File: config.mk
export PLATFORM = sky130hd
export DESIGN_NAME = fetch_unit
export DESIGN_NICKNAME = d
export VERILOG_FILES = /design/src/rtl/riscv_pkg.sv /design/src/rtl/fetch_fifo.sv /design/src/rtl/fetch_unit.sv
export SDC_FILE = /design/constraint.sdc
export NUM_CORES = 1
export LEC_CHECK = 0
export BUFFER_PORTS_ARGS = -buffer_cell sky130_fd_sc_hd__buf_4
export CORE_ASPECT_RATIO = 1.2
export CORE_MARGIN = 2
export CORE_UTILIZATION = 53
export DETAILED_ROUTE_END_ITERATION = 6
export PLACE_DENSITY = 0.79
export SYNTH_ARGS = -nofsm -noshare
export SYNTH_HDL_FRONTEND = slang
export SYNTH_SLANG_ARGS = --single-unit
export TNS_END_PERCENT = 1
File: constraint.sdc
create_clock -name clk -period 6 [get_ports clk]
set_input_delay 1.2 -clock clk [delete_from_list [all_inputs] [get_ports clk]]
set_output_delay 1.2 -clock clk [all_outputs]
set_load 0.05 [all_outputs]
File: src/rtl/riscv_pkg.sv
// Shared RISC-V front-end definitions: datapath width, NOP encoding,
// default reset vector and the fetch buffer entry layout.
package riscv_pkg;

    localparam int XLEN = 32;
    localparam logic [XLEN-1:0] NOP_INSTR = 32'h0000_0013;
    localparam logic [XLEN-1:0] DEFAULT_RESET_PC = 32'h0000_0000;

    typedef struct packed {
        logic [XLEN-1:0] pc;
        logic [XLEN-1:0] instr;
    } fetch_entry_t;

endpackage

File: src/rtl/fetch_fifo.sv
// Small instruction buffer between fetch and decode. Flush empties it in one
// edge; the head entry is read combinationally from storage.
module fetch_fifo
    import riscv_pkg::*;
#(
    parameter int DEPTH = 2
) (
    input  logic         clk,
    input  logic         rst,
    input  logic         flush,
    input  logic         push,
    input  logic         pop,
    input  fetch_entry_t push_entry,
    output fetch_entry_t head,
    output logic         full,
    output logic         empty
);

    localparam int PW = (DEPTH > 1) ? $clog2(DEPTH) : 1;
    localparam int CW = $clog2(DEPTH + 1);

    fetch_entry_t    mem [DEPTH];
    logic [PW-1:0]   rd_ptr;
    logic [PW-1:0]   wr_ptr;
    logic [CW-1:0]   count;

    // Pointers wrap naturally because the depth is a power of two.
    always_ff @(posedge clk) begin
        if (rst || flush) begin
            rd_ptr <= '0;
            wr_ptr <= '0;
            count  <= '0;
        end else begin
            if (push) begin
                mem[wr_ptr] <= push_entry;
                wr_ptr      <= wr_ptr + 1'b1;
            end
            if (pop) begin
                rd_ptr <= rd_ptr + 1'b1;
            end
            case ({push, pop})
                2'b10:   count <= count + 1'b1;
                2'b01:   count <= count - 1'b1;
                default: count <= count;
            endcase
        end
    end

    assign head  = mem[rd_ptr];
    assign full  = (count == CW'(DEPTH));
    assign empty = (count == '0);

endmodule

File: src/rtl/fetch_unit.sv
// Instruction fetch: PC sequencing with redirect and a 2-entry buffer that
// decouples the instruction memory from decode back-pressure.
module fetch_unit
    import riscv_pkg::*;
#(
    parameter logic [31:0] RESET_PC = DEFAULT_RESET_PC,
    parameter int          DEPTH    = 2
) (
    input  logic        clk,
    input  logic        rst,
    input  logic        fetch_en,
    input  logic        redirect_valid,
    input  logic [31:0] redirect_pc,
    output logic [31:0] imem_addr,
    input  logic [31:0] imem_rdata,
    output logic        out_valid,
    input  logic        out_ready,
    output logic [31:0] out_instr,
    output logic [31:0] out_pc,
    output logic        misalign_err
);

    logic [31:0]  pc;
    logic         pop;
    logic         push;
    logic         full;
    logic         empty;
    fetch_entry_t head;
    fetch_entry_t push_entry;

    // Reset masks the outputs combinationally so nothing stale leaks out
    // during the reset cycle itself.
    assign out_valid = !empty && !rst;
    assign out_instr = out_valid ? head.instr : NOP_INSTR;
    assign out_pc    = out_valid ? head.pc : 32'h0;
    assign imem_addr = rst ? RESET_PC : pc;

    assign pop  = out_valid && out_ready;
    assign push = fetch_en && !redirect_valid && !rst && (!full || pop);

    assign push_entry.pc    = pc;
    assign push_entry.instr = imem_rdata;

    always_ff @(posedge clk) begin
        if (rst) begin
            pc           <= RESET_PC;
            misalign_err <= 1'b0;
        end else begin
            misalign_err <= redirect_valid && (redirect_pc[1:0] != 2'b00);
            if (redirect_valid) begin
                pc <= {redirect_pc[31:2], 2'b00};
            end else if (push) begin
                pc <= pc + 32'd4;
            end
        end
    end

    fetch_fifo #(
        .DEPTH(DEPTH)
    ) u_fifo (
        .clk        (clk),
        .rst        (rst),
        .flush      (redirect_valid),
        .push       (push),
        .pop        (pop),
        .push_entry (push_entry),
        .head       (head),
        .full       (full),
        .empty      (empty)
    );

endmodule

### Yosys cells after proc, flatten, opt, wreduce, memory -nomap -nowiden

Memory sizes are Yosys's and may differ from the RTL's. A register that Yosys moved wholly into a read port is not among the register bits.
Cells that the tools add are included.

* eq/ne operators: 3
* reduce and logical (&&, ||, !) cells: 17
* add/subtract/negate cells: 5
* muxes and demuxes: 11

Operator list (count)
* $mux 32: 5
* $add 32x3->32 const B: 1
* $logic_and 1x1->1: 6
* $reduce_bool 2->1: 3
* $mux 1: 5
* $eq 2x2->1 const B: 2
* $logic_not 1->1: 4
* $pmux 2 s2: 1
* $add 1x1->1 const B: 2
* $add 2x1->2 const B: 1
* $eq 2x1->1 const B: 1
* $logic_not 2->1: 1
* $logic_or 1x1->1: 2
* $reduce_or 2->1: 1
* $sub 2x1->2 const B: 1

* output and inout port bits: 98
* register bits: 37
* RAM bits: 128
* input port bits: 69
* memories: 1
* logic and storage cells: 43

Memory list
* u_fifo.mem: depth 2, bits a word 64, rd ports 1, clocked after Yosys merged registers in 1, write ports 1, line fetch_fifo.sv:22 `fetch_entry_t mem [DEPTH];`

### Logic depth before layout (Yosys ltp)

Gate-level depths: netlist of run 1.

* word-level depth: 9
* mapped depth: 7
* gate-level depth less buffers: 6

### Cells and area by module

From an unflattened synthesis of run 1, not the netlist that was laid out.

* cells, all modules: 566
* area, all modules: 7339.5 µm²

By module, submodules not included
* fetch_fifo: times used 1, area each 4833.4 µm², sequential area each 3943.8 µm², cells each 222
* fetch_unit: times used 1, area each 2506.2 µm², sequential area each 620.6 µm², cells each 344

### Worst setup path after synthesis of run 1

No wires, ideal clock.

* path kind: in2reg
* start point: input port redirect_valid
* end point: memory u_fifo.mem[0][0] (netlist bit), enable pin
* stages on the path: 5
* slack: 1.094 ns
* data required time: 5.518 ns
* library setup time: 0.482 ns
* buffers on the path: 2
* arrival time: 4.424 ns
* cells stage by stage: nor2_1 > nand3_1 > buf_2 > buf_2 > nor2_1

* longest elaborated chain between the ends: 7
* elaborated cells between the ends (all ways): 8
* those cells by class: mux: 3; reduce/logical: 5

RTL lines
* start: declaration: line fetch_unit.sv:12 `input logic redirect_valid,`
* $logic_not 1->1: line fetch_unit.sv:39 `assign push = fetch_en && !redirect_valid && !rst && (!full || pop);`
* $logic_and 1x1->1 (3 in series): line fetch_unit.sv:39
* $mux 1: line fetch_fifo.sv:34 `if (push) begin`
* $mux 1 *: line fetch_fifo.sv:29 `if (rst || flush) begin`
* $mux 1 (not written as such) *: line fetch_fifo.sv:35 `mem[wr_ptr] <= push_entry;`
* end: declaration: line fetch_fifo.sv:22

Every way passes the cells marked *; elsewhere a longest branch is shown, timed or not.

### Final worst setup path of run 1

* start point: input port rst
* end point: output port out_pc[21]

* longest elaborated chain between the ends: 3

RTL lines
* start: declaration: line fetch_unit.sv:10 `input logic rst,`
* $logic_not 1->1: line fetch_unit.sv:33 `assign out_valid = !empty && !rst;`
* $logic_and 1x1->1: line fetch_unit.sv:33
* $mux 32: line fetch_unit.sv:35 `assign out_pc = out_valid ? head.pc : 32'h0;`
* end: declaration: line fetch_unit.sv:19 `output logic [31:0] out_pc,`

Every way passes these cells.

==> results of run 1 <==
-- routing by layer --
layer / share of wire (%) / vias to the layer above / global-route usage (%)
met3: 5.9 / 15 / 4.28
met4: 1.3 / 0 / 6.71
li1: - / 2313 / -
met2: 52 / 178 / 37.1
met1: 41 / 2333 / 27.1
met5: 0 / - / 0
-- path summary, 6_finish.rpt --
kind | startpoint | depth (start not counted) | slack, ns | endpoint
setup / recovery | rst | 5 | 1.71 | out_pc[21]
setup reg to reg | u_fifo.count[0] | 4 | 3.13 | u_fifo.mem[1][8]
hold / removal | u_fifo.rd_ptr | 2 | 0.51 | u_fifo.rd_ptr
hold reg to reg | u_fifo.rd_ptr | 2 | 0.51 | u_fifo.rd_ptr
-- placed cells by master, fill, tap and decap left out, types with 3 or more instances in the layout --
cell type                   instances
sky130_fd_sc_hd__nand2_1           30
sky130_fd_sc_hd__or3_1              3
sky130_fd_sc_hd__nand4_1            9
sky130_fd_sc_hd__nor2b_1           32
sky130_fd_sc_hd__mux2i_1           64
sky130_fd_sc_hd__a22oi_1            5
sky130_fd_sc_hd__conb_1             4
sky130_fd_sc_hd__buf_4            166
sky130_fd_sc_hd__o22ai_1            8
sky130_fd_sc_hd__xor2_1            10
sky130_fd_sc_hd__clkbuf_16         19
sky130_fd_sc_hd__inv_1              3
sky130_fd_sc_hd__mux2_2             3
sky130_fd_sc_hd__nand3_1           16
sky130_fd_sc_hd__or2_2              4
sky130_fd_sc_hd__a21oi_1           14
sky130_fd_sc_hd__nand3_2            3
sky130_fd_sc_hd__a31oi_1           15
sky130_fd_sc_hd__and3_1             5
sky130_fd_sc_hd__clkinv_4           5
sky130_fd_sc_hd__nor2_1            82
sky130_fd_sc_hd__dfxtp_1           35
sky130_fd_sc_hd__o21ai_0            7
sky130_fd_sc_hd__edfxtp_1         124
sky130_fd_sc_hd__and2_1             8
-- cell usage after synthesis, types with 5 or more instances --
cell	number	share of area (%)
sky130_fd_sc_hd__nand2_1	30	1.6
sky130_fd_sc_hd__nor2_1	83	4.5
sky130_fd_sc_hd__o22ai_1	8	0.72
sky130_fd_sc_hd__nor2b_1	32	2.9
sky130_fd_sc_hd__a21oi_1	14	1.0
sky130_fd_sc_hd__a31oi_1	15	1.4
sky130_fd_sc_hd__and2_1	9	0.82
sky130_fd_sc_hd__dfxtp_1	36	10
sky130_fd_sc_hd__mux2i_1	64	9.3
sky130_fd_sc_hd__a22oi_1	5	0.54
sky130_fd_sc_hd__and3_1	5	0.45
sky130_fd_sc_hd__clkbuf_1	21	1.1
sky130_fd_sc_hd__nand3_1	16	1.2
sky130_fd_sc_hd__edfxtp_1	124	54
sky130_fd_sc_hd__nand4_1	9	0.82
sky130_fd_sc_hd__o21ai_0	7	0.51
sky130_fd_sc_hd__xor2_1	10	1.3
-- power breakdown --
part | internal [mW] | switching, mW | leakage [nW] | total [mW]
sequential | 1.22 | 0.0326 | 1.42 | 1.26
clock | 0.635 | 0.418 | 0.295 | 1.05
combinational | 0.0812 | 0.133 | 1.53 | 0.214
-- per-stage QoR --
step                std cells  util [%]  setup WS [ns]  total power [mW]
floorplan                 555         -           1.09              1.41
global placement          850      64.8           1.76              1.49
detailed placement        850      64.8           1.71              1.49
CTS                       882      69.6           1.70              2.54
global route              882      69.6           1.56              2.60
finish                    882      69.6           1.71              2.52
-- registers in the layout, summed over array words and instances (netlist names), named ones only --
name / flops
u_fifo.rd_ptr: 1
misalign_err: 1
u_fifo.mem: 124
u_fifo.count: 2
u_fifo.wr_ptr: 1
pc: 30
-- critical path, stage by stage --
cell and delay, ns:
sky130_fd_sc_hd__buf_4 0.45, sky130_fd_sc_hd__or2_2 0.69, sky130_fd_sc_hd__buf_4 0.38, sky130_fd_sc_hd__nor2_1 0.11, sky130_fd_sc_hd__buf_4 0.20
-- logic make-up after synthesis --
logic type | after synthesis
XOR/XNOR | 12
flip-flops | 160
multiplexers | 67
AND/OR/NAND/NOR | 211
AO/OA/AOI/OAI | 62
other | 1
adder cells (fa/ha/maj) | 1
buffers and inverters | 38
-- area by class of cell --
cell class | count | area, um^2 | area share (%)
timing repair buffer | 166 | 1250 | 14.1
sequential | 160 | 4450 | 50.5
multi-input combinational | 357 | 2300 | 26.2
tap | 164 | 205 | 2.33
inverter | 3 | 11.3 | 0.128
clock inverter | 10 | 98.8 | 1.12
clock buffer | 22 | 497 | 5.64
==> impl_metrics.env, run 1 <==
export IMPL_number_of_storage_elements_in_the_synthesis_netlist=160
export IMPL_startpoint_type="input pin"
export IMPL_floorplan_initialDensity_pct=54.5
export IMPL_finalCritPeriodShare_pct=71.5
export IMPL_detailed_place_area_mm2=0.00822
export IMPL_timing_hold_violations_final=0
export IMPL_max_slew_margin_pct=27.8
export IMPL_status="finished, final reports clean"
export IMPL_count_of_warnings_emitted_by_yosys=0
export IMPL_design_final_nets=775
export IMPL_timing_clock_skew_ns=0.00889
export IMPL_worstHoldPathType="reg2reg"
export IMPL_grt_start_max_net_pins=63
export IMPL_cts_sinks=160
export IMPL_fp_dieArea_mm2=0.0140
export IMPL_irDropWorstVdd_v=0.000191
export IMPL_routed_wire_length_per_instance_um=16.7
export IMPL_grt_overflow=0
export IMPL_cp_max_fo=61
export IMPL_portbufs=162
export IMPL_routed_wl_um=14700
export IMPL_clock_insertion_delay_worst_skew_ns=0.41
export IMPL_cts_made_buffers=17
export IMPL_tritoncts="done"
export IMPL_worst_ep_required_time_ns=4.80
export IMPL_hold_ws_ns=0.514
export IMPL_drv_max_cap_violation_count=0
export IMPL_proportion_of_layout_cells_with_a_drive_suffix_above_1_pct=30.4
export IMPL_p_leak_nw=3.25
export IMPL_grt_first_pass_wirelength_um=22800
export IMPL_synth_mux_area_fraction_pct=9.76
export IMPL_synth_compound_area_share_pct=5.65
export IMPL_grt_setup_unrepaired="no"
export IMPL_die_h_um=129
export IMPL_worstMarginPinSlew_ns=1.08
export IMPL_endpoint_kind="output pin"
export IMPL_fillCellCount=953
export IMPL_crit_arrival_ns=3.09
export IMPL_synth_top_family_by_area="simple AND/OR/NAND/NOR gates"
export IMPL_cts_resized=0
export IMPL_num_rows=45
export IMPL_mappedNetlistArea_mm2=0.00691
export IMPL_ctsHoldBuffers=0
export IMPL_synth_async_reset_ratio_pct=0
export IMPL_synth_fa_ha_area_share_pct=0.181
export IMPL_clk_transition_reported_paths_ns=0.06
export IMPL_clock_tree_buffer_depth=2
export IMPL_place_detailed_hpwl_um=9800
export IMPL_number_of_antenna_violations_at_the_first_check_in_global_routing=0
export IMPL_max_clock_freq_mhz=233
export IMPL_drc_errors=0
export IMPL_final_setup_tns_ns=0
export IMPL_final_setup_violating_endpoints=0
export IMPL_post_synth_inst_count=552
export IMPL_syn_mean_instance_area_um2=12.5
export IMPL_power_density_mw_per_mm2=286
export IMPL_diode_insertion_count_for_antenna_repair=0
export IMPL_clockRootBuffer="sky130_fd_sc_hd__clkbuf_16"
export IMPL_synth_xor_area_share_pct=1.52
export IMPL_floorplan_io_pins=167
export IMPL_floorplan_core_area_mm2=0.0127
export IMPL_via_count=4839
export IMPL_growth_of_design_area_from_synthesis_to_finish_pct=27.6
export IMPL_post_synth_and_or_nand_nor_area_fraction_pct=15.9
export IMPL_first_iter_violations=259
export IMPL_fraction_of_the_yosys_area_taken_by_sequential_cells_pct=64.3
export IMPL_finalMaxSlewViolations=0
export IMPL_critical_path_class="in2out"
export IMPL_ys_types=52
export IMPL_die_w_um=108
export IMPL_detail_route_first_pass_iterations=5
export IMPL_post_cts_setup_buffer_count=0
export IMPL_route_detailed_vias_per_inst=5.49
export IMPL_cts_htree_levels=4
export IMPL_design_area_mm2=0.00881
export IMPL_number_of_enable_type_register_cells_in_the_synthesized_netlist=124
export IMPL_gp_congestion=0.786
export IMPL_antenna_left=0
export IMPL_all_layer_global_routing_usage_pct=21.4
export IMPL_ys_flop_type="sky130_fd_sc_hd__edfxtp_1"
export IMPL_timing_final_crit_period_ns=4.29
export IMPL_number_of_global_route_vias_before_repair=4634
Note: power is estimated with default switching activity, not from simulation.
==> run 2: changes to the inputs <==
--- a/config.mk
+++ b/config.mk
@@ -5,12 +5,13 @@
 export SDC_FILE = /design/constraint.sdc
 export NUM_CORES = 1
 export LEC_CHECK = 0
+export ABC_AREA = 1
 export BUFFER_PORTS_ARGS = -buffer_cell sky130_fd_sc_hd__buf_4
 export CORE_ASPECT_RATIO = 1.2
 export CORE_MARGIN = 2
-export CORE_UTILIZATION = 53
+export CORE_UTILIZATION = 55
 export DETAILED_ROUTE_END_ITERATION = 6
-export PLACE_DENSITY = 0.79
+export PLACE_DENSITY = 0.81
 export SYNTH_ARGS = -nofsm -noshare
 export SYNTH_HDL_FRONTEND = slang
 export SYNTH_SLANG_ARGS = --single-unit
==> constraint.sdc (replaced) <==
create_clock -name clk -period 4.05 [get_ports clk]
set_input_delay 0.81 -clock clk [delete_from_list [all_inputs] [get_ports clk]]
set_output_delay 0.81 -clock clk [all_outputs]
set_load 0.05 [all_outputs]
==> impl_metrics.env, run 2 <==
export IMPL_irDropWorstVdd_v=0.000266
export IMPL_max_slew_margin_pct=50.0
export IMPL_status="finished, final reports clean"
export IMPL_num_rows=47
export IMPL_mappedNetlistArea_mm2=0.00766
export IMPL_worstMarginPinSlew_ns=0.749
export IMPL_pwr_share_seq_pct=48.7
export IMPL_via_count=5805
export IMPL_grt_first_pass_wirelength_um=26300
export IMPL_total_power_mw=3.81
export IMPL_ys_flop_type="sky130_fd_sc_hd__edfxtp_1"
export IMPL_post_cts_setup_buffer_count=0
export IMPL_floorplan_io_pins=167
export IMPL_detail_route_first_pass_iterations=5
export IMPL_endpoint_kind="output pin"
export IMPL_final_setup_violating_endpoints=0
export IMPL_timing_final_crit_period_ns=2.98
export IMPL_ctsHoldBuffers=0
export IMPL_number_of_enable_type_register_cells_in_the_synthesized_netlist=124
export IMPL_growth_of_design_area_from_synthesis_to_finish_pct=25.8
export IMPL_drv_max_cap_violation_count=0
export IMPL_synth_largest_area_cell="sky130_fd_sc_hd__edfxtp_1"
export IMPL_count_of_warnings_emitted_by_yosys=0
export IMPL_post_synth_most_frequent_cells="sky130_fd_sc_hd__nand2_1 (205), sky130_fd_sc_hd__edfxtp_1 (124), sky130_fd_sc_hd__inv_1 (121)"
export IMPL_synth_top_cell_area_share_pct=48.6
export IMPL_route_detailed_vias_per_inst=5.07
export IMPL_timing_clock_skew_ns=0.00904
export IMPL_synth_async_reset_ratio_pct=0
export IMPL_floorplan_core_area_mm2=0.0137
export IMPL_worstHoldPathType="reg2reg"
export IMPL_critical_path_class="reg2out"
export IMPL_fp_dieArea_mm2=0.0149
export IMPL_post_synth_inst_count=803
export IMPL_net_switching_power_mw=0.854
export IMPL_portbufs=162
export IMPL_ys_types=33
export IMPL_clock_power_share_pct=43.3
export IMPL_largest_register="u_fifo.mem"
export IMPL_grt_overflow=0
export IMPL_cts_made_buffers=17
export IMPL_worst_ep_required_time_ns=3.24
export IMPL_floorplan_initialDensity_pct=55.9
export IMPL_cts_resized=0
export IMPL_all_layer_global_routing_usage_pct=22.3
export IMPL_mostFrequentLayoutCell="sky130_fd_sc_hd__nand2_1"
export IMPL_number_of_storage_elements_in_the_synthesis_netlist=160
export IMPL_internal_power_mw=2.95
export IMPL_finalCritPeriodShare_pct=73.5
export IMPL_clk_transition_reported_paths_ns=0.06
export IMPL_clockRootBuffer="sky130_fd_sc_hd__clkbuf_16"
export IMPL_largest_register_ff_count=124
export IMPL_cts_htree_levels=4
export IMPL_gp_congestion=0.827
export IMPL_startpoint_type="register"
export IMPL_p_leak_nw=4.26
export IMPL_antenna_left=0
export IMPL_timing_hold_violations_final=0
export IMPL_finalCoreUtilization_pct=70.3
export IMPL_proportion_of_layout_cells_with_a_drive_suffix_above_1_pct=29.3
export IMPL_grt_setup_unrepaired="no"
export IMPL_netSwitchingFraction_pct=22.4
export IMPL_finalMaxSlewViolations=0
export IMPL_cp_max_fo=22
export IMPL_clock_insertion_delay_worst_skew_ns=0.42
export IMPL_crit_arrival_ns=2.17
export IMPL_rrSetupSlack_ns=1.99
export IMPL_routed_wire_length_per_instance_um=14.4
export IMPL_drc_errors=0
export IMPL_reg_top3="u_fifo.mem x124, pc x30, u_fifo.count x2"
export IMPL_fraction_of_the_yosys_area_taken_by_sequential_cells_pct=58.0
export IMPL_syn_mean_instance_area_um2=9.54
export IMPL_first_iter_violations=419
export IMPL_top_cells_by_area_in_the_synthesized_netlist="sky130_fd_sc_hd__edfxtp_1 (49%), sky130_fd_sc_hd__nand2_1 (10%), sky130_fd_sc_hd__dfxtp_1 (9.4%), sky130_fd_sc_hd__mux2_2 (8.7%), sky130_fd_sc_hd__inv_1 (5.9%)"
export IMPL_cts_sinks=160
export IMPL_routed_wl_um=16500
export IMPL_number_of_global_route_vias_before_repair=5548
export IMPL_clock_tree_buffer_depth=2
export IMPL_synthMostInstantiatedCell="sky130_fd_sc_hd__nand2_1"
export IMPL_grt_start_max_net_pins=56
export IMPL_die_h_um=133
export IMPL_part_of_the_power_in_combinational_logic_pct=8.0
export IMPL_number_of_antenna_violations_at_the_first_check_in_global_routing=0
export IMPL_layout_common_cells="sky130_fd_sc_hd__nand2_1 (205), sky130_fd_sc_hd__buf_4 (169), sky130_fd_sc_hd__edfxtp_1 (124), sky130_fd_sc_hd__inv_1 (121), sky130_fd_sc_hd__nor2_1 (79)"
export IMPL_diode_insertion_count_for_antenna_repair=0
export IMPL_tritoncts="done"
export IMPL_die_w_um=112
export IMPL_max_clock_freq_mhz=336
export IMPL_power_density_mw_per_mm2=395
export IMPL_design_final_nets=1031
export IMPL_place_detailed_hpwl_um=11300
-- run 2: changes by cell type in the layout (fill, tap and decap cells not counted), moves of 13 or more --
cell / delta
sky130_fd_sc_hd__nand2_1: +175
sky130_fd_sc_hd__mux2i_1: -64
sky130_fd_sc_hd__mux2_2: +56
sky130_fd_sc_hd__nand3_1: +37
sky130_fd_sc_hd__nor2b_1: -32
sky130_fd_sc_hd__inv_1: +118
sky130_fd_sc_hd__a31oi_1: -13
-- run 2: logic make-up after synthesis --
group           Yosys count  synth area share, %
simple gates            368                 20.6
flops                   160                 58.0
buf+inv                 158                 8.41
mux                      59                 8.68
compound gates           52                 3.66
xor+xnor                  4                0.458
fa+ha+maj                 1                0.163
other cells               1               0.0490
-- run 2: worst paths after layout --
check / from / end / cells after the start
worst min-delay path: u_fifo.rd_ptr / u_fifo.rd_ptr / 2
worst max-delay path: register / out_pc[13] / 5
worst max register to register: u_fifo.count[0] / u_fifo.mem[1][61] / 7
worst min register to register: u_fifo.rd_ptr / u_fifo.rd_ptr / 2
-- run 2: area by class of cell --
cell class / count / area, um^2
sequential: 160 / 4450
fill: 1041 / 4070
multi-input combinational: 488 / 2600
timing repair buffer: 170 / 1290
inverter: 124 / 465
clock buffer: 17 / 425
tap: 171 / 214
clock inverter: 14 / 191
-- run 2: critical path: stages (launching register included) --
cell	delay, ns
sky130_fd_sc_hd__dfxtp_2	0.66
sky130_fd_sc_hd__buf_4	0.40
sky130_fd_sc_hd__mux2_2	0.40
sky130_fd_sc_hd__nand2_1	0.06
sky130_fd_sc_hd__inv_1	0.04
sky130_fd_sc_hd__buf_4	0.18
-- run 2: through the flow --
step | cell area [um^2] | worst slack (ns) | setup TNS [ns] | cells | hold slack [ns]
5_1_grt | 9630 | 0.920 | 0 | 1144 | 0.524
2_1_floorplan | 7670 | -0.382 | -23.71 | 806 | 0.447
3_3_place_gp | 9020 | 1.28 | 0 | 1113 | 0.455
4_1_cts | 9630 | 1.03 | 0 | 1144 | 0.502
6_report | 9630 | 1.07 | 0 | 1144 | 0.507
3_5_place_dp | 9020 | 1.25 | 0 | 1113 | 0.466
-- run 2: power groups by stage --
stage                     Clock [mW]  Combinational (mW)  Sequential (mW)
final                           1.65               0.305             1.85
after global routing            1.74               0.332             1.86
after detailed placement           0               0.305             1.89
after floorplan                    0               0.195             1.87
after CTS                       1.67               0.306             1.85
after global placement             0               0.301             1.88
-- run 2: per-layer routing --
metal  wire (um)  part of all wire (%)  up-vias  GRT usage, %
met4         304                   1.8        0          8.85
met2        8140                    49      220          37.1
met1        6990                    42     2666          29.0
met5           0                     0        -             0
met3        1040                   6.3       24          4.09
li1            -                     -     2895             -
==> run 3: changes to the inputs <==
--- a/config.mk
+++ b/config.mk
@@ -5,13 +5,13 @@
 export SDC_FILE = /design/constraint.sdc
 export NUM_CORES = 1
 export LEC_CHECK = 0
-export ABC_AREA = 1
+export ABC_AREA = 0
 export BUFFER_PORTS_ARGS = -buffer_cell sky130_fd_sc_hd__buf_4
 export CORE_ASPECT_RATIO = 1.2
 export CORE_MARGIN = 2
-export CORE_UTILIZATION = 55
+export CORE_UTILIZATION = 48
 export DETAILED_ROUTE_END_ITERATION = 6
-export PLACE_DENSITY = 0.81
+export PLACE_DENSITY = 0.76
 export SYNTH_ARGS = -nofsm -noshare
 export SYNTH_HDL_FRONTEND = slang
 export SYNTH_SLANG_ARGS = --single-unit
==> constraint.sdc (replaced) <==
create_clock -name clk -period 2.45 [get_ports clk]
set_input_delay 0.49 -clock clk [delete_from_list [all_inputs] [get_ports clk]]
set_output_delay 0.49 -clock clk [all_outputs]
set_load 0.05 [all_outputs]
==> impl_metrics.env, run 3 (synthesis results as in run 1) <==
export IMPL_status="finished, final reports clean"
export IMPL_path_delay_family="simple AND/OR/NAND/NOR gates"
export IMPL_number_of_global_route_vias_before_repair=4769
export IMPL_gp_congestion=0.874
export IMPL_clk_transition_reported_paths_ns=0.06
export IMPL_worstMarginPinSlew_ns=1.24
export IMPL_cts_htree_levels=4
export IMPL_cp_max_fo=27
export IMPL_first_iter_violations=349
export IMPL_timing_rr_start="u_fifo.count[1]"
export IMPL_worstHoldPathType="in2reg"
export IMPL_timing_clock_skew_ns=0.00875
export IMPL_post_cts_setup_buffer_count=0
export IMPL_antenna_left=0
export IMPL_drv_max_cap_violation_count=0
export IMPL_final_setup_tns_ns=0
export IMPL_source_of_the_worst_hold_timing_path="imem_rdata[30]"
export IMPL_number_of_antenna_violations_at_the_first_check_in_global_routing=0
export IMPL_power_density_mw_per_mm2=702
export IMPL_routed_wire_length_per_instance_um=17.2
export IMPL_largest_register="u_fifo.mem"
export IMPL_grt_first_pass_wirelength_um=24000
export IMPL_cpPeakStageDelay_ns=0.37
export IMPL_all_layer_global_routing_usage_pct=20.3
export IMPL_startpoint="u_fifo.count[1]"
export IMPL_ctsHoldBuffers=0
export IMPL_finalMaxSlewViolations=0
export IMPL_startpoint_type="register"
export IMPL_detail_route_first_pass_iterations=5
export IMPL_max_clock_freq_mhz=430
export IMPL_cp_cell_sequence="nor2_1 -> or2_2 -> buf_4 -> nor2_1 -> buf_4"
export IMPL_diode_insertion_count_for_antenna_repair=0
export IMPL_clock_insertion_delay_worst_skew_ns=0.41
export IMPL_max_slew_margin_pct=16.8
export IMPL_finalCritPeriodShare_pct=95.0
export IMPL_worst_ep_required_time_ns=1.96
export IMPL_dpl_cell_count=874
export IMPL_floorplan_initialDensity_pct=48.5
export IMPL_num_rows=48
export IMPL_p_leak_nw=3.33
export IMPL_tritoncts="done"
export IMPL_fp_dieArea_mm2=0.0154
export IMPL_drc_errors=0
export IMPL_growth_of_design_area_from_synthesis_to_finish_pct=30.1
export IMPL_crit_buf_inv=2
export IMPL_critical_path_class="reg2out"
export IMPL_cpMaxStageDelayCell="sky130_fd_sc_hd__dfxtp_2"
export IMPL_cts_made_buffers=17
export IMPL_final_cells=906
export IMPL_die_h_um=135
export IMPL_place_detailed_hpwl_um=10600
export IMPL_irDropWorstVdd_v=0.000451
export IMPL_endpoint_kind="output pin"
export IMPL_clockRootBuffer="sky130_fd_sc_hd__clkbuf_16"
export IMPL_routed_wl_um=15600
export IMPL_crit_arrival_ns=1.84
export IMPL_timing_final_crit_period_ns=2.33
export IMPL_timing_hold_violations_final=0
export IMPL_route_detailed_vias_per_inst=5.43
export IMPL_final_setup_violating_endpoints=0
export IMPL_grt_setup_unrepaired="no"
export IMPL_grt_overflow=0
export IMPL_floorplan_io_pins=167
export IMPL_clock_tree_buffer_depth=2
export IMPL_layout_common_cells="sky130_fd_sc_hd__buf_4 (175), sky130_fd_sc_hd__edfxtp_1 (124), sky130_fd_sc_hd__nor2_1 (82), sky130_fd_sc_hd__mux2i_1 (64), sky130_fd_sc_hd__dfxtp_1 (33)"
export IMPL_design_final_nets=788
export IMPL_reg_top3="u_fifo.mem x124, pc x30, u_fifo.count x2"
export IMPL_place_worst_setup_slack_ns=-0.0966
export IMPL_via_count=4917
export IMPL_portbufs=162
export IMPL_proportion_of_layout_cells_with_a_drive_suffix_above_1_pct=31.6
export IMPL_cts_sinks=160
export IMPL_grt_start_max_net_pins=60
export IMPL_largest_register_ff_count=124
export IMPL_mostFrequentLayoutCell="sky130_fd_sc_hd__buf_4"
export IMPL_total_power_mw=6.31
export IMPL_setup_slack_ns=0.122
export IMPL_die_w_um=114
export IMPL_floorplan_core_area_mm2=0.0142
[run 3: power by group]
| part | switching (mW) | internal (mW) |
|---|---|---|
| clock | 0.996 | 1.68 |
| combinational | 0.347 | 0.213 |
| sequential | 0.0704 | 3.00 |
| total | 1.41 | 4.89 |
[run 3: area by class of cell]
cell class                      instances  area [um^2]
Clock buffer                           23          478
Inverter                                3         11.3
Timing Repair Buffer                  179         1390
Tap cell                              175          219
Clock inverter                          9          131
Sequential cell                       160         4450
Multi-Input combinational cell        357         2300
Fill cell                            1078         5250
[run 3: worst paths after layout]
kind              cells after the start  slack, ns                end
setup / recovery                      5       0.12         out_pc[29]
hold / removal                        1       0.26  u_fifo.mem[0][30]
setup reg to reg                      4       0.25  u_fifo.mem[0][16]
hold reg to reg                       1       0.49    u_fifo.count[0]
[run 3: per-stage QoR]
stage / utilization, % / hold WS (ns) / area [um^2]
3_5_place_dp: 58.9 / 0.493 / 8380
6_report: 63.2 / 0.262 / 8990
2_1_floorplan: - / 0.472 / 6930
5_1_grt: 63.2 / 0.244 / 8990
3_3_place_gp: 58.9 / 0.488 / 8380
4_1_cts: 63.1 / 0.247 / 8990
[run 3: repair_timing]
item                       CTS  global route
setup endpoints to repair    0            19
hold endpoints to repair     0             0
gates resized for setup      0             2
[run 3: per-layer routing]
metal | routed length [um] | global-route usage (%) | vias up
met1 | 6520 | 25.6 | 2329
met4 | 254 | 7.32 | 0
met3 | 1050 | 4.25 | 19
met5 | 0 | 0 | -
met2 | 7800 | 34.8 | 229
li1 | - | - | 2340
